**config.mk**
```make
export PLATFORM = sky130hd
export DESIGN_NAME = quiz_referee_flat
export DESIGN_NICKNAME = d
export VERILOG_FILES = /design/src/rtl/quiz_pkg.sv /design/src/rtl/quiz_referee_if.sv /design/src/rtl/quiz_press_arbiter.sv /design/src/rtl/quiz_referee.sv /design/src/flat_wrapper.sv
export SDC_FILE = /design/constraint.sdc
export NUM_CORES = 1
export LEC_CHECK = 0
export ABC_AREA = 1
export ABC_CLOCK_PERIOD_IN_PS = 3000
export CAP_MARGIN = 40
export CORE_UTILIZATION = 55
export DETAILED_ROUTE_END_ITERATION = 10
export PLACE_DENSITY = 0.79
export SYNTH_ARGS = -nofsm -noshare
export SYNTH_HDL_FRONTEND = slang
export SYNTH_HIERARCHICAL = 1
export SYNTH_SLANG_ARGS = --single-unit
```
**constraint.sdc**
```tcl
create_clock -name clk -period 3 [get_ports clk]
set_input_delay 0.3 -clock clk [delete_from_list [all_inputs] [get_ports clk]]
set_output_delay 0.3 -clock clk [all_outputs]
set_load 0.01 [all_outputs]
```
**src/rtl/quiz_pkg.sv**
```systemverilog
// Shared types and helpers for the quiz referee: FSM state encoding,
// width helpers and score-to-thermometer conversion.
package quiz_pkg;

  typedef enum logic [1:0] {
    ASK      = 2'd0,
    WAIT_REL = 2'd1,
    DONE     = 2'd2
  } state_e;

  localparam int unsigned SCORE_W  = 4;
  localparam int unsigned THERMO_W = 15;

  localparam int unsigned DEF_NUM_CHOICES   = 4;
  localparam int unsigned DEF_NUM_QUESTIONS = 10;

  // Minimum bit width able to index v distinct values; never returns 0.
  function automatic int unsigned clog2(input int unsigned v);
    int unsigned r;
    r = 0;
    for (int unsigned i = 0; i < 32; i++) begin
      if ((64'(1) << i) < 64'(v)) r = i + 1;
    end
    return (r == 0) ? 1 : r;
  endfunction

  localparam int unsigned CW = clog2(DEF_NUM_CHOICES + 1);
  localparam int unsigned QW = clog2(DEF_NUM_QUESTIONS);

  function automatic logic [THERMO_W-1:0] thermo(input logic [SCORE_W-1:0] score,
                                                 input int unsigned        win);
    logic [THERMO_W-1:0] t;
    t = '0;
    for (int unsigned k = 0; k < THERMO_W; k++) begin
      t[k] = (k < win) && (32'(score) > k);
    end
    return t;
  endfunction

endpackage

```
**src/rtl/quiz_referee_if.sv**
```systemverilog
// Button inputs and display/status outputs of the quiz referee.
interface quiz_referee_if
  import quiz_pkg::*;
#(
  parameter int unsigned NUM_PLAYERS   = 2,
  parameter int unsigned NUM_CHOICES   = 4,
  parameter int unsigned NUM_QUESTIONS = 10,
  parameter int unsigned WIN_SCORE     = 5
);
  localparam int unsigned CW_L = clog2(NUM_CHOICES + 1);
  localparam int unsigned QW_L = clog2(NUM_QUESTIONS);

  logic [NUM_PLAYERS*NUM_CHOICES-1:0] in_joy;
  logic [CW_L-1:0]                    in_ans;
  logic                               in_restart;
  logic [QW_L-1:0]                    q_idx;
  logic [NUM_PLAYERS*WIN_SCORE-1:0]   led_score;
  logic [NUM_PLAYERS-1:0]             lock;
  logic [NUM_PLAYERS-1:0]             winner;
  logic                               beep;
  logic                               busy_wait;

  modport master (
    output in_joy, in_ans, in_restart,
    input  q_idx, led_score, lock, winner, beep, busy_wait
  );

  modport slave (
    input  in_joy, in_ans, in_restart,
    output q_idx, led_score, lock, winner, beep, busy_wait
  );

endinterface

```
**src/rtl/quiz_press_arbiter.sv**
```systemverilog
// Detects a fresh press after an all-released cycle, masks locked players,
// picks the lowest eligible player and decodes that player's choice.
module quiz_press_arbiter
  import quiz_pkg::*;
#(
  parameter  int unsigned NUM_PLAYERS = 2,
  parameter  int unsigned NUM_CHOICES = 4,
  localparam int unsigned CW_L        = clog2(NUM_CHOICES + 1),
  localparam int unsigned PW_L        = clog2(NUM_PLAYERS)
) (
  input  logic                               clk,
  input  logic                               rst_n,
  input  logic [NUM_PLAYERS*NUM_CHOICES-1:0] joy_i,
  input  logic [NUM_PLAYERS-1:0]             lock_i,
  input  logic                               arm_i,
  output logic                               press_vld_o,
  output logic [PW_L-1:0]                    press_player_o,
  output logic [CW_L-1:0]                    press_choice_o,
  output logic                               press_multi_o
);

  logic                   all_rel_q;
  logic                   found;
  logic [NUM_CHOICES-1:0] grp;
  logic [CW_L-1:0]        ch;
  int unsigned            lows;

  // Reset clears the history so a button held through reset needs a release.
  always_ff @(posedge clk) begin
    if (!rst_n) all_rel_q <= 1'b0;
    else        all_rel_q <= &joy_i;
  end

  // Descending scan so the lowest eligible player index wins.
  always_comb begin
    found          = 1'b0;
    grp            = '1;
    ch             = '0;
    lows           = 0;
    press_player_o = '0;
    press_choice_o = '0;
    press_multi_o  = 1'b0;
    for (int p = NUM_PLAYERS - 1; p >= 0; p--) begin
      grp = joy_i[p*NUM_CHOICES +: NUM_CHOICES];
      if (!lock_i[p] && !(&grp)) begin
        found = 1'b1;
        lows  = 0;
        ch    = '0;
        for (int c = 0; c < NUM_CHOICES; c++) begin
          if (!grp[c]) begin
            lows = lows + 1;
            ch   = CW_L'(c + 1);
          end
        end
        press_player_o = PW_L'(p);
        press_choice_o = ch;
        press_multi_o  = (lows > 1);
      end
    end
    press_vld_o = arm_i && all_rel_q && !(&joy_i) && found;
  end

endmodule

```
**src/rtl/quiz_referee.sv**
```systemverilog
// Quiz referee: judges arbitrated presses, keeps scores, lockouts and the
// question index, and declares the winner with a timed beep.
module quiz_referee
  import quiz_pkg::*;
#(
  parameter int unsigned NUM_PLAYERS   = 2,
  parameter int unsigned NUM_CHOICES   = 4,
  parameter int unsigned NUM_QUESTIONS = 10,
  parameter int unsigned WIN_SCORE     = 5,
  parameter int unsigned BEEP_CYCLES   = 1000
) (
  input logic           clk,
  input logic           rst_n,
  quiz_referee_if.slave bus
);

  localparam int unsigned CW_L = clog2(NUM_CHOICES + 1);
  localparam int unsigned QW_L = clog2(NUM_QUESTIONS);
  localparam int unsigned PW_L = clog2(NUM_PLAYERS);
  localparam int unsigned BW_L = clog2(BEEP_CYCLES + 1);
  localparam int unsigned LW_L = NUM_PLAYERS * WIN_SCORE;

  state_e                              state_q, state_d;
  logic [QW_L-1:0]                     q_q, q_d, q_next;
  logic [NUM_PLAYERS-1:0][SCORE_W-1:0] score_q, score_d;
  logic [NUM_PLAYERS-1:0]              lock_q, lock_d, lock_set;
  logic [NUM_PLAYERS-1:0]              winner_q, winner_d;
  logic                                beep_q, beep_d;
  logic [BW_L-1:0]                     cnt_q, cnt_d;
  logic [LW_L-1:0]                     led_q, led_d;
  logic                                busy_q, busy_d;
  logic [THERMO_W-1:0]                 t;

  logic               press_vld, press_multi, hit, win;
  logic [PW_L-1:0]    press_player;
  logic [CW_L-1:0]    press_choice;
  logic [SCORE_W-1:0] inc_score;

  quiz_press_arbiter #(
    .NUM_PLAYERS (NUM_PLAYERS),
    .NUM_CHOICES (NUM_CHOICES)
  ) u_arb (
    .clk            (clk),
    .rst_n          (rst_n),
    .joy_i          (bus.in_joy),
    .lock_i         (lock_q),
    .arm_i          (state_q == ASK),
    .press_vld_o    (press_vld),
    .press_player_o (press_player),
    .press_choice_o (press_choice),
    .press_multi_o  (press_multi)
  );

  // Out-of-range answers never equal a decoded choice, so they always miss.
  assign hit       = press_vld && !press_multi && (press_choice == bus.in_ans);
  assign inc_score = score_q[press_player] + SCORE_W'(1);
  assign win       = hit && (32'(inc_score) == WIN_SCORE);
  assign q_next    = (q_q == QW_L'(NUM_QUESTIONS - 1)) ? '0 : q_q + QW_L'(1);
  assign lock_set  = lock_q | (NUM_PLAYERS'(1) << press_player);

  always_ff @(posedge clk) begin
    if (!rst_n) state_q <= ASK;
    else        state_q <= state_d;
  end

  always_comb begin
    state_d = state_q;
    case (state_q)
      ASK:      if (press_vld) state_d = win ? DONE : WAIT_REL;
      WAIT_REL: if (&bus.in_joy) state_d = ASK;
      DONE:     if (bus.in_restart) state_d = WAIT_REL;
      default:  state_d = ASK;
    endcase
  end

  always_comb begin
    q_d      = q_q;
    score_d  = score_q;
    lock_d   = lock_q;
    winner_d = winner_q;
    beep_d   = beep_q;
    cnt_d    = cnt_q;
    t        = '0;
    led_d    = '0;
    case (state_q)
      ASK: begin
        if (press_vld && hit) begin
          score_d[press_player] = inc_score;
          lock_d                = '0;
          q_d                   = q_next;
          if (win) begin
            winner_d = NUM_PLAYERS'(1) << press_player;
            beep_d   = 1'b1;
            cnt_d    = BW_L'(BEEP_CYCLES - 1);
          end
        end else if (press_vld) begin
          // Everyone locked out skips the question with no score change.
          if (&lock_set) begin
            lock_d = '0;
            q_d    = q_next;
          end else begin
            lock_d = lock_set;
          end
        end
      end
      DONE: begin
        if (bus.in_restart) begin
          score_d  = '0;
          lock_d   = '0;
          q_d      = '0;
          winner_d = '0;
          beep_d   = 1'b0;
          cnt_d    = '0;
        end else if (cnt_q != '0) begin
          cnt_d = cnt_q - BW_L'(1);
        end else begin
          beep_d = 1'b0;
        end
      end
      default: ;
    endcase
    for (int p = 0; p < NUM_PLAYERS; p++) begin
      t = thermo(score_d[p], WIN_SCORE);
      led_d[p*WIN_SCORE +: WIN_SCORE] = t[WIN_SCORE-1:0];
    end
    busy_d = (state_d == WAIT_REL);
  end

  always_ff @(posedge clk) begin
    if (!rst_n) begin
      q_q      <= '0;
      score_q  <= '0;
      lock_q   <= '0;
      winner_q <= '0;
      beep_q   <= 1'b0;
      cnt_q    <= '0;
      led_q    <= '0;
      busy_q   <= 1'b0;
    end else begin
      q_q      <= q_d;
      score_q  <= score_d;
      lock_q   <= lock_d;
      winner_q <= winner_d;
      beep_q   <= beep_d;
      cnt_q    <= cnt_d;
      led_q    <= led_d;
      busy_q   <= busy_d;
    end
  end

  assign bus.q_idx     = q_q;
  assign bus.led_score = led_q;
  assign bus.lock      = lock_q;
  assign bus.winner    = winner_q;
  assign bus.beep      = beep_q;
  assign bus.busy_wait = busy_q;

endmodule
```
**src/flat_wrapper.sv**
```systemverilog
// flat-port wrapper written by rule: the top's interface ports become plain ports
module quiz_referee_flat import quiz_pkg::*;
#(
  parameter int unsigned NUM_PLAYERS   = 2,
  parameter int unsigned NUM_CHOICES   = 4,
  parameter int unsigned NUM_QUESTIONS = 10,
  parameter int unsigned WIN_SCORE     = 5,
  parameter int unsigned BEEP_CYCLES   = 1000
)
  (clk, rst_n, bus_in_joy, bus_in_ans, bus_in_restart, bus_q_idx, bus_led_score, bus_lock, bus_winner, bus_beep, bus_busy_wait);
  quiz_referee_if #(.NUM_PLAYERS(NUM_PLAYERS), .NUM_CHOICES(NUM_CHOICES), .NUM_QUESTIONS(NUM_QUESTIONS), .WIN_SCORE(WIN_SCORE)) bus_i ();
  input logic clk;
  input logic rst_n;
  input wire logic [$bits(bus_i.in_joy)-1:0] bus_in_joy;
  input wire logic [$bits(bus_i.in_ans)-1:0] bus_in_ans;
  input wire logic [$bits(bus_i.in_restart)-1:0] bus_in_restart;
  output wire logic [$bits(bus_i.q_idx)-1:0] bus_q_idx;
  output wire logic [$bits(bus_i.led_score)-1:0] bus_led_score;
  output wire logic [$bits(bus_i.lock)-1:0] bus_lock;
  output wire logic [$bits(bus_i.winner)-1:0] bus_winner;
  output wire logic [$bits(bus_i.beep)-1:0] bus_beep;
  output wire logic [$bits(bus_i.busy_wait)-1:0] bus_busy_wait;
  assign bus_i.in_joy = bus_in_joy;
  assign bus_i.in_ans = bus_in_ans;
  assign bus_i.in_restart = bus_in_restart;
  assign bus_q_idx = bus_i.q_idx;
  assign bus_led_score = bus_i.led_score;
  assign bus_lock = bus_i.lock;
  assign bus_winner = bus_i.winner;
  assign bus_beep = bus_i.beep;
  assign bus_busy_wait = bus_i.busy_wait;
  quiz_referee #(.NUM_PLAYERS(NUM_PLAYERS), .NUM_CHOICES(NUM_CHOICES), .NUM_QUESTIONS(NUM_QUESTIONS), .WIN_SCORE(WIN_SCORE), .BEEP_CYCLES(BEEP_CYCLES)) u_core (.clk(clk), .rst_n(rst_n), .bus(bus_i));
endmodule
```
==> qor.txt <==
outcome: complete, no violations
HPWL after DPL: 4875 µm
global routing's busiest layer: met2
Num CTS Buffers: 5
row cnt: 25
Pwr Density: 341.0 nW/µm²
via count: 2740
GRT Util Overall: 26.45%
TritonCTS clock tree: built
global placement routability congestion: 0.8357
Fill cells: 387
worst slew pin tran: 0.4151 ns
nets: 496
setup repair after global routing missed its margin: no
Final Hold Slack: 0.4632 ns
DRC violations left: 0
die area: 5219 µm²
CTS Root Cell: clkbuf_8
post-CTS setup buffers: 0
final worst path period share: 90.35%
Die Wd: 72.25 µm
distinct cell type count after synthesis: 41
mux contribution to synthesized area: 0%
Via density: 5.121
XOR/XNOR Fraction of Synth Area: 1.982%
Die H: 72.25 µm
WS Path Type: in -> reg
leading area contributor after synthesis: dfxtp_1
Worst Path Max Fanout: 6
largest family of logic cells by synthesized area: simple AND/OR/NAND/NOR gates
Clock Sinks: 41
top-area cell type share of the netlist area: 30.24%
Finish-stage setup viols: 0
Global Route met1 Usage: 33.83%
Leak: 1.713 nW
vias in the first global route: 2465
non-filler cells, final: 535
data arrival time of the worst path: 2.94 ns
WL per Instance: 12.01 µm
GR Util met2: 45.59%
routing usage on met3: 4.444%
port buffer count: 33
Synth Flop Type: dfxtp_1
Post-Syn Area per Cell: 6.717 µm²
H-Tree Depth: 2
antenna fix cells: 0
most common cell in the netlist: nand2_1
Synthesis Warnings: 6
Worst EP required: 3.23 ns
Peak Freq: 0.3689 GHz
Mapped Cells: 404
starting density of the core: 57.46%
io pins: 34
DP Cell Count: 527
Tot Pwr: 1.204 mW
hold_buf cts: 0
post-synthesis simple-gate area fraction: 39.37%
max-slew violations: 0
initial drt markers: 247
Setup Skew: 0.009527 ns
adder-cell area share of the yosys netlist: 6.916%
mapped cell area: 2714 µm²
synthesis-stage register bit count: 41
fraction of the mapped netlist area in compound gates: 10.97%
Async SR Flop Fraction: 0%
worst-skew pair later-pin latency: 0.30 ns
Worst VDD drop: 0.3874 mV
synth cell count leaders: nand2_1, inv_1, dfxtp_1
antenna-violating nets left: 0
clock period minus worst slack: 2.711 ns
WL final: 6424 µm
global-route wire length before repair: 10830 µm
Final TNS setup: 0 ns
sequential fraction of the synthesis area: 30.24%
HP Class: reg -> reg
Reg clk slew, reported paths: 0.08 ns
Remaining Overflow, GRT: 0
dominant cells by area after synthesis: dfxtp_1, nand2_1, inv_1, ha_1, nand3_1
Worst setup SP type: input port
Slew HR: 72.24%
share of cells above drive strength 1: 19.02%
largest net degree at the start of global routing: 14
Mapped Nets: 433
core area: 4723 µm²
Initial DRT Pass Iterations: 4
initial antenna violation count: 0
Fin. Hold Viols: 0
Worst Setup End Kind: register
Area growth syn-to-layout: 30.06%
Post-synth EDFFs: 0
Max Cap Viol: 0
Clock Path Buffers: 2
critical path: stages:
cell	delay (ns)
clkdlybuf4s50_1	0.41
buf_4	0.17
nand2_1	0.10
nand2_1	0.07
ha_1	0.28
or2_2	0.27
nand2_1	0.06
nand2_1	0.06
nand2_1	0.06
nand2_1	0.05
nor2_1	0.09
nand2_1	0.06
nor2_2	0.14
nand2_2	0.11
nor2_4	0.13
nand2_1	0.11
o21bai_1	0.17
nand3_2	0.15
o21ai_2	0.15
per-stage QoR:
step           utilization [%]  area (µm²)  worst slack [ns]
6_report                 74.73        3530            0.2894
5_1_grt                  74.73        3530           0.07947
4_1_cts                  72.95        3446           0.04586
3_5_place_dp             70.12        3312           -0.2482
3_3_place_gp             70.12        3312           -0.2074
2_1_floorplan                -        2714            0.4817
cells by family (layout without fill, tap and decap cells):
family | after synthesis | in the layout
AOI/OAI and AO/OA | 54 | 54
xor gates and xnor gates | 4 | 4
DFF | 41 | 41
adders and majority gates | 15 | 15
and+or+nand+nor | 219 | 219
buffers and inverters | 71 | 135
path summary, 6_finish.rpt:
kind,start,endpoint,slack [ns],cells after the start
setup / recovery,bus_in_joy[2],u_core/bus.led_score[9]$_SDFF_PN0_,0.29,19
hold / removal,u_core/bus.beep$_SDFFE_PN0P_,u_core/bus.beep$_SDFFE_PN0P_,0.46,2
setup reg to reg,u_core/bus.lock[0]$_SDFFE_PN0P_,u_core/bus.led_score[5]$_SDFF_PN0_,0.73,16
hold reg to reg,u_core/bus.beep$_SDFFE_PN0P_,u_core/bus.beep$_SDFFE_PN0P_,0.46,2
cell usage in the layout, fill, tap and decap left out, drive strengths merged:
master,instances
nor3,4
xnor2,3
or2,3
o21bai,1
clkbuf,5
nand4,10
nand3b,1
nand3,34
o211ai,1
nor4,4
a31oi,3
a21boi,1
dfxtp,41
o21a,1
nor2,39
a21oi,23
o21ai,21
clkinv,2
nor3b,1
ha,15
o2111ai,1
xor2,1
bufinv,2
inv,64
buf,29
dlymetal6s2s,5
o22ai,2
clkdlybuf4s50,28
nand2,123
per-layer routing:
layer | part of all wire [%] | vias to the layer above
met3 | 5.5 | 10
met5 | 0 | -
met1 | 43 | 1238
met4 | 1.1 | 0
li1 | - | 1416
met2 | 50 | 76
cell type report:
| type | count | area [µm²] | share of cell area [%] |
|---|---|---|---|
| Timing Repair Buffer | 62 | 568.0 | 16.09 |
| Clock inverter | 3 | 65.06 | 1.843 |
| Inverter | 65 | 251.5 | 7.125 |
| Clock buffer | 5 | 68.82 | 1.950 |
| Multi-Input combinational cell | 292 | 1672 | 47.36 |
| Tap cell | 67 | 83.83 | 2.375 |
| Sequential cell | 41 | 820.8 | 23.25 |
power breakdown:
group / internal (mW) / switching, mW
clock: 0.331 / 0.200
sequential: 0.544 / 0.000151
combinational: 0.0617 / 0.0677
total: 0.936 / 0.268
registers in the layout, indices dropped and copies added, names as in the netlist, 2 cells and up:
register / cells
u_core/bus.led_score: 10
u_core/bus.lock: 2
u_core/bus.q_idx: 4
u_core/bus.winner: 2
u_core/cnt_q: 10
u_core/score_q: 8
u_core/state_q: 2
what timing repair did:
| action | 4_1_cts | 5_1_grt |
|---|---|---|
| hold endpoints to repair | 0 | 0 |
| resized for setup | 0 | 21 |
| endpoints found under the setup margin | 0 | 33 |
(Power assumes the default switching activity.)
